`config.mk`:
```
export PLATFORM = sky130hd
export DESIGN_NAME = led_pattern_gen
export DESIGN_NICKNAME = d
export VERILOG_FILES = /design/src/rtl/led_pattern_pkg.sv /design/src/rtl/led_prescaler.sv /design/src/rtl/led_pattern_gen.sv
export SDC_FILE = /design/constraint.sdc
export NUM_CORES = 1
export LEC_CHECK = 0
export ABC_AREA = 0
export BUFFER_PORTS_ARGS = -buffer_cell sky130_fd_sc_hd__buf_2
export CAP_MARGIN = 10
export CELL_PAD_IN_SITES_DETAIL_PLACEMENT = 1
export CELL_PAD_IN_SITES_GLOBAL_PLACEMENT = 2
export CORE_ASPECT_RATIO = 0.7
export CORE_UTILIZATION = 30
export DETAILED_ROUTE_END_ITERATION = 16
export GPL_TIMING_DRIVEN = 0
export PLACE_DENSITY_LB_ADDON = 0.15
export SETUP_SLACK_MARGIN = 0.3
export SLEW_MARGIN = 0
export SYNTH_ARGS = -nofsm -noshare
export SYNTH_HDL_FRONTEND = slang
export SYNTH_SLANG_ARGS = --single-unit
```
`constraint.sdc`:
```
create_clock -name clk -period 2.73 [get_ports clk]
set_clock_uncertainty 0.05 [all_clocks]
set_input_delay 0.546 -clock clk [delete_from_list [all_inputs] [get_ports clk]]
set_output_delay 0.546 -clock clk [all_outputs]
set_load 0.03 [all_outputs]
```
`src/rtl/led_pattern_pkg.sv`:
```
// ---------------------------------------------------------------------------
// led_pattern_pkg
//  Shared definitions for the LED pattern generator: the run-time mode
//  encoding and the bounce-direction type used by the scan and breathe
//  patterns.
// ---------------------------------------------------------------------------
package led_pattern_pkg;

    localparam int MODE_W = 2;

    typedef logic [MODE_W-1:0] mode_t;

    localparam mode_t MODE_GRAY    = 2'd0;
    localparam mode_t MODE_BINARY  = 2'd1;
    localparam mode_t MODE_SCAN    = 2'd2;
    localparam mode_t MODE_BREATHE = 2'd3;

    // Direction of a bouncing counter (scan position, breathe duty)
    typedef enum logic {
        DIR_UP   = 1'b0,
        DIR_DOWN = 1'b1
    } dir_e;

endpackage

```
`src/rtl/led_prescaler.sv`:
```
// ---------------------------------------------------------------------------
// led_prescaler
//  Free-running LOG2DELAY-bit prescaler that produces the pattern step tick.
//  Ports:
//   clk     in   system clock
//   resetn  in   synchronous active-low reset
//   hold    in   1 = freeze the counter and suppress the tick
//   clear   in   1 = force the counter to zero this edge, suppress the tick
//   tick    out  combinational, high in the cycle before the counter wraps
// ---------------------------------------------------------------------------
module led_prescaler #(
    parameter int LOG2DELAY = 21
) (
    input  logic clk,
    input  logic resetn,
    input  logic hold,
    input  logic clear,
    output logic tick
);

    logic [LOG2DELAY-1:0] presc_q;
    logic [LOG2DELAY-1:0] presc_d;

    // The tick fires on the all-ones count; a clear (mode change) wins over a
    // coincident tick so the new pattern always starts from a clean period.
    always_comb begin
        tick    = (&presc_q) & ~hold & ~clear;
        presc_d = presc_q;
        if (clear) begin
            presc_d = '0;
        end else if (!hold) begin
            presc_d = presc_q + 1'b1;
        end
    end

    // Counter register; natural wrap to zero happens on the tick edge
    always_ff @(posedge clk) begin
        if (!resetn) begin
            presc_q <= '0;
        end else begin
            presc_q <= presc_d;
        end
    end

endmodule

```
`src/rtl/led_pattern_gen.sv`:
```
// ---------------------------------------------------------------------------
// led_pattern_gen
//  Parametrised LED pattern generator with four run-time modes: Gray count,
//  binary count, bouncing one-hot scan and PWM breathe.
//  Ports:
//   clk     in   system clock
//   resetn  in   synchronous active-low reset
//   mode    in   0=GRAY 1=BINARY 2=SCAN 3=BREATHE
//   hold    in   1 = freeze prescaler and pattern state (PWM keeps running)
//   step    out  1-cycle pulse, high in the cycle a new pattern appears
//   leds    out  registered LED drive, 1 = on, leds[NUM_LEDS-1] is the MSB
// ---------------------------------------------------------------------------
module led_pattern_gen
    import led_pattern_pkg::*;
#(
    parameter int NUM_LEDS  = 5,
    parameter int LOG2DELAY = 21,
    parameter int PWM_BITS  = 8
) (
    input  logic                clk,
    input  logic                resetn,
    input  logic [MODE_W-1:0]   mode,
    input  logic                hold,
    output logic                step,
    output logic [NUM_LEDS-1:0] leds
);

    localparam int                POS_W    = (NUM_LEDS > 1) ? $clog2(NUM_LEDS) : 1;
    localparam logic [POS_W-1:0]  POS_MAX  = POS_W'(NUM_LEDS - 1);
    localparam logic [PWM_BITS-1:0] DUTY_MAX = '1;

    logic                mode_change;
    logic                tick;

    mode_t               mode_q;
    logic [NUM_LEDS-1:0] cnt_q,  cnt_d;
    logic [POS_W-1:0]    pos_q,  pos_d;
    dir_e                dir_q,  dir_d;
    logic [PWM_BITS-1:0] duty_q, duty_d;
    dir_e                duty_dir_q, duty_dir_d;
    logic [PWM_BITS-1:0] pwm_q,  pwm_d;
    logic                tick_q, tick_d;
    logic                step_q, step_d;
    logic [NUM_LEDS-1:0] leds_q, leds_d;
    logic [NUM_LEDS-1:0] scan_vec;

    assign mode_change = (mode != mode_q);

    led_prescaler #(
        .LOG2DELAY (LOG2DELAY)
    ) u_prescaler (
        .clk    (clk),
        .resetn (resetn),
        .hold   (hold),
        .clear  (mode_change),
        .tick   (tick)
    );

    // Pattern state update. A mode change restarts every pattern from its
    // initial state; otherwise all patterns advance together on each tick so
    // that the mode mux below only has to pick which one is shown.
    always_comb begin
        cnt_d      = cnt_q;
        pos_d      = pos_q;
        dir_d      = dir_q;
        duty_d     = duty_q;
        duty_dir_d = duty_dir_q;
        pwm_d      = pwm_q + 1'b1;

        if (mode_change) begin
            cnt_d      = '0;
            pos_d      = '0;
            dir_d      = DIR_UP;
            duty_d     = '0;
            duty_dir_d = DIR_UP;
        end else if (tick) begin
            cnt_d = cnt_q + 1'b1;

            // Bouncing scan: each end position is shown once per bounce
            if (NUM_LEDS == 1) begin
                pos_d = '0;
            end else if (dir_q == DIR_UP) begin
                if (pos_q == POS_MAX) begin
                    dir_d = DIR_DOWN;
                    pos_d = pos_q - 1'b1;
                end else begin
                    pos_d = pos_q + 1'b1;
                end
            end else begin
                if (pos_q == '0) begin
                    dir_d = DIR_UP;
                    pos_d = pos_q + 1'b1;
                end else begin
                    pos_d = pos_q - 1'b1;
                end
            end

            // Breathe duty follows the same triangle over 0..DUTY_MAX
            if (duty_dir_q == DIR_UP) begin
                if (duty_q == DUTY_MAX) begin
                    duty_dir_d = DIR_DOWN;
                    duty_d     = duty_q - 1'b1;
                end else begin
                    duty_d = duty_q + 1'b1;
                end
            end else begin
                if (duty_q == '0) begin
                    duty_dir_d = DIR_UP;
                    duty_d     = duty_q + 1'b1;
                end else begin
                    duty_d = duty_q - 1'b1;
                end
            end
        end
    end

    // Output mux from the current state. The tick is delayed twice so that
    // step rises in the same cycle as the registered LEDs show the new state.
    always_comb begin
        scan_vec = '0;
        for (int i = 0; i < NUM_LEDS; i++) begin
            scan_vec[i] = (pos_q == POS_W'(i));
        end

        leds_d = '0;
        case (mode_q)
            MODE_GRAY:    leds_d = cnt_q ^ (cnt_q >> 1);
            MODE_BINARY:  leds_d = cnt_q;
            MODE_SCAN:    leds_d = scan_vec;
            MODE_BREATHE: leds_d = {NUM_LEDS{pwm_q < duty_q}};
            default:      leds_d = '0;
        endcase

        tick_d = tick;
        step_d = tick_q;
    end

    // State and output registers; mode is sampled even during reset so the
    // first cycle after reset does not look like a mode change.
    always_ff @(posedge clk) begin
        if (!resetn) begin
            mode_q     <= mode;
            cnt_q      <= '0;
            pos_q      <= '0;
            dir_q      <= DIR_UP;
            duty_q     <= '0;
            duty_dir_q <= DIR_UP;
            pwm_q      <= '0;
            tick_q     <= 1'b0;
            step_q     <= 1'b0;
            leds_q     <= '0;
        end else begin
            mode_q     <= mode;
            cnt_q      <= cnt_d;
            pos_q      <= pos_d;
            dir_q      <= dir_d;
            duty_q     <= duty_d;
            duty_dir_q <= duty_dir_d;
            pwm_q      <= pwm_d;
            tick_q     <= tick_d;
            step_q     <= step_d;
            leds_q     <= leds_d;
        end
    end

    assign step = step_q;
    assign leds = leds_q;

endmodule

```
==> metrics.txt <==
# TYPE chip_impl_metric gauge
chip_impl_info{name="outcome",value="finished, final reports clean"} 1
chip_impl_info{name="top_cells_by_area_in_the_synthesized_netlist",value="sky130_fd_sc_hd__dfxtp_1 (37%), sky130_fd_sc_hd__ha_1 (8.6%), sky130_fd_sc_hd__xor2_1 (4.6%)"} 1
chip_impl_info{name="clock_tree_from_tritoncts",value="built"} 1
chip_impl_metric{name="maxSlewViolCount",unit=""} 0
chip_impl_info{name="critPathKind",value="reg2reg"} 1
chip_impl_metric{name="cellPowerDensity",unit="nW/µm²"} 453
chip_impl_metric{name="num_rows",unit=""} 30
chip_impl_metric{name="asyncSetResetFlopFracSynth",unit=""} 0
chip_impl_metric{name="route.detailed.drc",unit=""} 0
chip_impl_metric{name="cp.arrival",unit="ps"} 2560
chip_impl_metric{name="synthDistinctLibCells",unit=""} 55
chip_impl_metric{name="half_perimeter_wire_length_after_placement",unit="µm"} 6170
chip_impl_metric{name="gpl.final_weighted_congestion",unit=""} 0.797
chip_impl_metric{name="p_int",unit="mW"} 1.22
chip_impl_metric{name="finalCoreUtilization",unit=""} 0.358
chip_impl_metric{name="n_antenna_cell",unit=""} 0
chip_impl_metric{name="max_freq",unit="MHz"} 420
chip_impl_metric{name="postRouteWirelength",unit="µm"} 8450
chip_impl_info{name="layout.cells.most_common_list",value="sky130_fd_sc_hd__dfxtp_1 (46), sky130_fd_sc_hd__nand2_1 (37), sky130_fd_sc_hd__nor2_1 (30)"} 1
chip_impl_metric{name="path_clk_slew",unit="ps"} 70
chip_impl_metric{name="period_minus_slack",unit="ps"} 2380
chip_impl_metric{name="layout-area-overhead-vs-synth",unit="%"} 14.7
chip_impl_metric{name="num-nets-final",unit=""} 402
chip_impl_info{name="synth_flop_cell",value="sky130_fd_sc_hd__dfxtp_1"} 1
chip_impl_metric{name="mappedNetlistArea",unit="µm²"} 3060
chip_impl_metric{name="cts-buffers-inserted",unit=""} 5
chip_impl_metric{name="synth_enable_flop_cells",unit=""} 0
chip_impl_info{name="root_buffer",value="sky130_fd_sc_hd__clkbuf_16"} 1
chip_impl_metric{name="hold_violations",unit=""} 0
chip_impl_metric{name="critical_path_required",unit="ps"} 2910
chip_impl_info{name="end_kind",value="flop"} 1
chip_impl_metric{name="initialDrtViolationCount",unit=""} 198
chip_impl_metric{name="synth_sequential_area_ratio",unit=""} 0.367
chip_impl_metric{name="layout_cells_sized_above_1",unit=""} 0.143
chip_impl_metric{name="initial_utilization",unit=""} 0.312
chip_impl_metric{name="postSynthNetCount",unit=""} 384
chip_impl_metric{name="hold-worst-slack",unit="ps"} 321
chip_impl_metric{name="report.final.setup_viol",unit=""} 0
chip_impl_metric{name="ys_seq_elements",unit=""} 56
chip_impl_metric{name="floorplan.core_area",unit="µm²"} 9800
chip_impl_metric{name="yosysWarningCount",unit=""} 0
chip_impl_metric{name="worstPathMaxFanout",unit=""} 8
chip_impl_metric{name="fp.dieArea",unit="µm²"} 10600
chip_impl_metric{name="vias",unit=""} 2600
chip_impl_metric{name="layout_fillers",unit=""} 1152
chip_impl_metric{name="grt_first_pass_wirelength",unit="µm"} 13900
chip_impl_metric{name="route.detailed.wl_per_inst",unit="µm"} 16.7
chip_impl_metric{name="netlist.area_leader.share",unit=""} 0.367
chip_impl_metric{name="htree_levels",unit=""} 2
chip_impl_info{name="synth.largest_area_cell",value="sky130_fd_sc_hd__dfxtp_1"} 1
chip_impl_info{name="unrepaired_setup_endpoints_after_global_routing",value="yes"} 1
chip_impl_metric{name="netSwitchingPower",unit="µW"} 365
chip_impl_metric{name="ctsLongestPathBuffers",unit=""} 2
chip_impl_metric{name="final.period_utilization",unit=""} 0.872
chip_impl_metric{name="grt_max_degree",unit=""} 16
chip_impl_metric{name="timing_worst_slew_pin_value",unit="ps"} 592
chip_impl_metric{name="clock_latency_on_the_worst_skew_pair",unit="ps"} 300
chip_impl_metric{name="grt_pass1_vias",unit=""} 2544
chip_impl_metric{name="syn_avg_cell_area",unit="µm²"} 8.54
chip_impl_metric{name="power.share.switching",unit=""} 0.230
chip_impl_metric{name="io_buffers",unit=""} 9
chip_impl_metric{name="share_clk_of_total_power",unit=""} 0.421
chip_impl_info{name="layout.cells.most_common",value="sky130_fd_sc_hd__dfxtp_1"} 1
chip_impl_metric{name="avgViaCountPerCell",unit=""} 5.15
chip_impl_metric{name="vdd.ir_drop.worst",unit="V"} 0.000278
chip_impl_metric{name="power.combinational.fraction",unit=""} 0.054
chip_impl_metric{name="postRouteAntennaNets",unit=""} 0
chip_impl_metric{name="die_width",unit="µm"} 123
chip_impl_metric{name="drtPass1Iterations",unit=""} 4
chip_impl_metric{name="num_io_pins",unit=""} 11
chip_impl_metric{name="clock-sinks",unit=""} 56
chip_impl_metric{name="die_height",unit="µm"} 86.5
chip_impl_metric{name="drv.max_cap_violation_count",unit=""} 0
chip_impl_metric{name="grt_antenna_before_repair",unit=""} 0
chip_impl_metric{name="power.leakage",unit="nW"} 1.30
chip_impl_metric{name="groute.usage.overall",unit=""} 0.174
chip_impl_metric{name="power.sequential.fraction",unit=""} 0.524
chip_impl_metric{name="grt.overflow.total",unit=""} 0
chip_impl_info{name="min-delay-path-class",value="in2reg"} 1
chip_impl_metric{name="rel_slew_slack",unit=""} 0.601
chip_impl_metric{name="netlist_instances",unit=""} 358
chip_impl_info{name="setup.worst_path.start_class",value="flop"} 1
-- worst max-delay path, stage by stage (launching register included) --
cell and delay [ps]:
sky130_fd_sc_hd__dfxtp_2 380, sky130_fd_sc_hd__nand4_4 160, sky130_fd_sc_hd__or4_1 540, sky130_fd_sc_hd__or4_1 500
sky130_fd_sc_hd__buf_6 160, sky130_fd_sc_hd__or3_1 360, sky130_fd_sc_hd__a21oi_2 150
-- power groups by stage --
stage	Combinational [mW]	Clock (mW)	Sequential (mW)
2_1_floorplan	0.0493	0	0.858
3_3_place_gp	0.0844	0	0.852
3_5_place_dp	0.0861	0	0.852
4_1_cts	0.0871	0.691	0.833
5_1_grt	0.0953	0.721	0.833
6_report	0.0865	0.669	0.832
-- cell usage after synthesis, types with 2 or more instances --
cell,number
sky130_fd_sc_hd__dfxtp_1,56
sky130_fd_sc_hd__nand2_1,37
sky130_fd_sc_hd__nor2_1,31
sky130_fd_sc_hd__a21oi_1,21
sky130_fd_sc_hd__ha_1,21
sky130_fd_sc_hd__inv_1,20
sky130_fd_sc_hd__nand3_1,17
sky130_fd_sc_hd__xor2_1,16
sky130_fd_sc_hd__o21ai_0,13
sky130_fd_sc_hd__xnor2_1,12
sky130_fd_sc_hd__clkbuf_1,11
sky130_fd_sc_hd__nor3_1,9
sky130_fd_sc_hd__mux2i_1,6
sky130_fd_sc_hd__nand4_1,6
sky130_fd_sc_hd__or3_1,6
sky130_fd_sc_hd__and2_1,5
sky130_fd_sc_hd__nor4_1,5
sky130_fd_sc_hd__nor2b_1,4
sky130_fd_sc_hd__o221a_2,4
sky130_fd_sc_hd__or4_1,4
sky130_fd_sc_hd__a211oi_1,3
sky130_fd_sc_hd__a21boi_0,3
sky130_fd_sc_hd__a31oi_1,3
sky130_fd_sc_hd__and3_1,3
sky130_fd_sc_hd__o211ai_1,3
sky130_fd_sc_hd__o32ai_1,3
sky130_fd_sc_hd__a21o_1,2
sky130_fd_sc_hd__and4b_1,2
sky130_fd_sc_hd__clkbuf_8,2
sky130_fd_sc_hd__nand2b_1,2
sky130_fd_sc_hd__o2111ai_1,2
sky130_fd_sc_hd__o22ai_1,2
sky130_fd_sc_hd__or2_2,2
-- timing repair --
| action | in CTS | in global routing |
|---|---|---|
| pin swaps | 1 | 0 |
| hold buffers | 0 | 0 |
| setup buffers | 1 | 1 |
| gates resized for setup | 15 | 12 |
| setup endpoints to repair | 15 | 14 |
-- state kept, by name (all words and copies together), names as in the netlist, named ones only --
signal	count
u_prescaler.presc_q	21
duty_q	8
pwm_q	8
cnt_q	5
leds	5
pos_q	3
mode_q	2
duty_dir_q	1
step	1
step_d	1
-- cells by family (layout without fill, tap and decap cells) --
family	after synthesis	after routing	share of synthesized area
flip-flops	56	56	0.367
AND/OR/NAND/NOR	144	144	0.252
XOR/XNOR	28	28	0.0802
adder cells (fa/ha/maj)	21	21	0.0859
AO/OA/AOI/OAI	67	67	0.144
multiplexers	6	6	0.0196
buffers and inverters	36	55	0.0511
-- per-layer routing --
metal	GRT usage	up-vias	wire, µm
li1	-	1300	-
met1	0.283	1259	4910
met2	0.224	34	3190
met3	0.0355	7	277
met4	0.0410	0	74
met5	0	-	0
-- final cells by class --
cell class,instances,area (µm²),share of cell area
flip-flops and latches,56,1140,0.324
clock buffers,8,146,0.0417
repair buffers,11,60.1,0.0171
multi-input cells,266,1840,0.525
well taps,128,160,0.0456
plain buffers,15,86.3,0.0246
inverters,21,78.8,0.0225
-- final timing paths --
path	start	to	slack, ps	cells past startpoint
max	u_prescaler.presc_q[5]	duty_q[3]	350	6
min	mode[0]	mode_q[0]	320	1
max reg2reg	u_prescaler.presc_q[5]	duty_q[3]	350	6
min reg2reg	step_d	step	400	1
-- per-stage QoR --
| stage | cell area (µm²) | worst slack (ps) | setup TNS, ps | instances | power, mW |
|---|---|---|---|---|---|
| floorplan | 3060 | 404 | 0 | 358 | 0.908 |
| global placement | 3260 | -8.78 | -8.78 | 495 | 0.936 |
| detailed placement | 3260 | -12.2 | -12.2 | 495 | 0.938 |
| CTS | 3460 | 297 | 0 | 504 | 1.61 |
| global route | 3510 | 288 | 0 | 505 | 1.65 |
| finish | 3510 | 350 | 0 | 505 | 1.59 |
No activity file was read; power rests on OpenSTA's default activity.
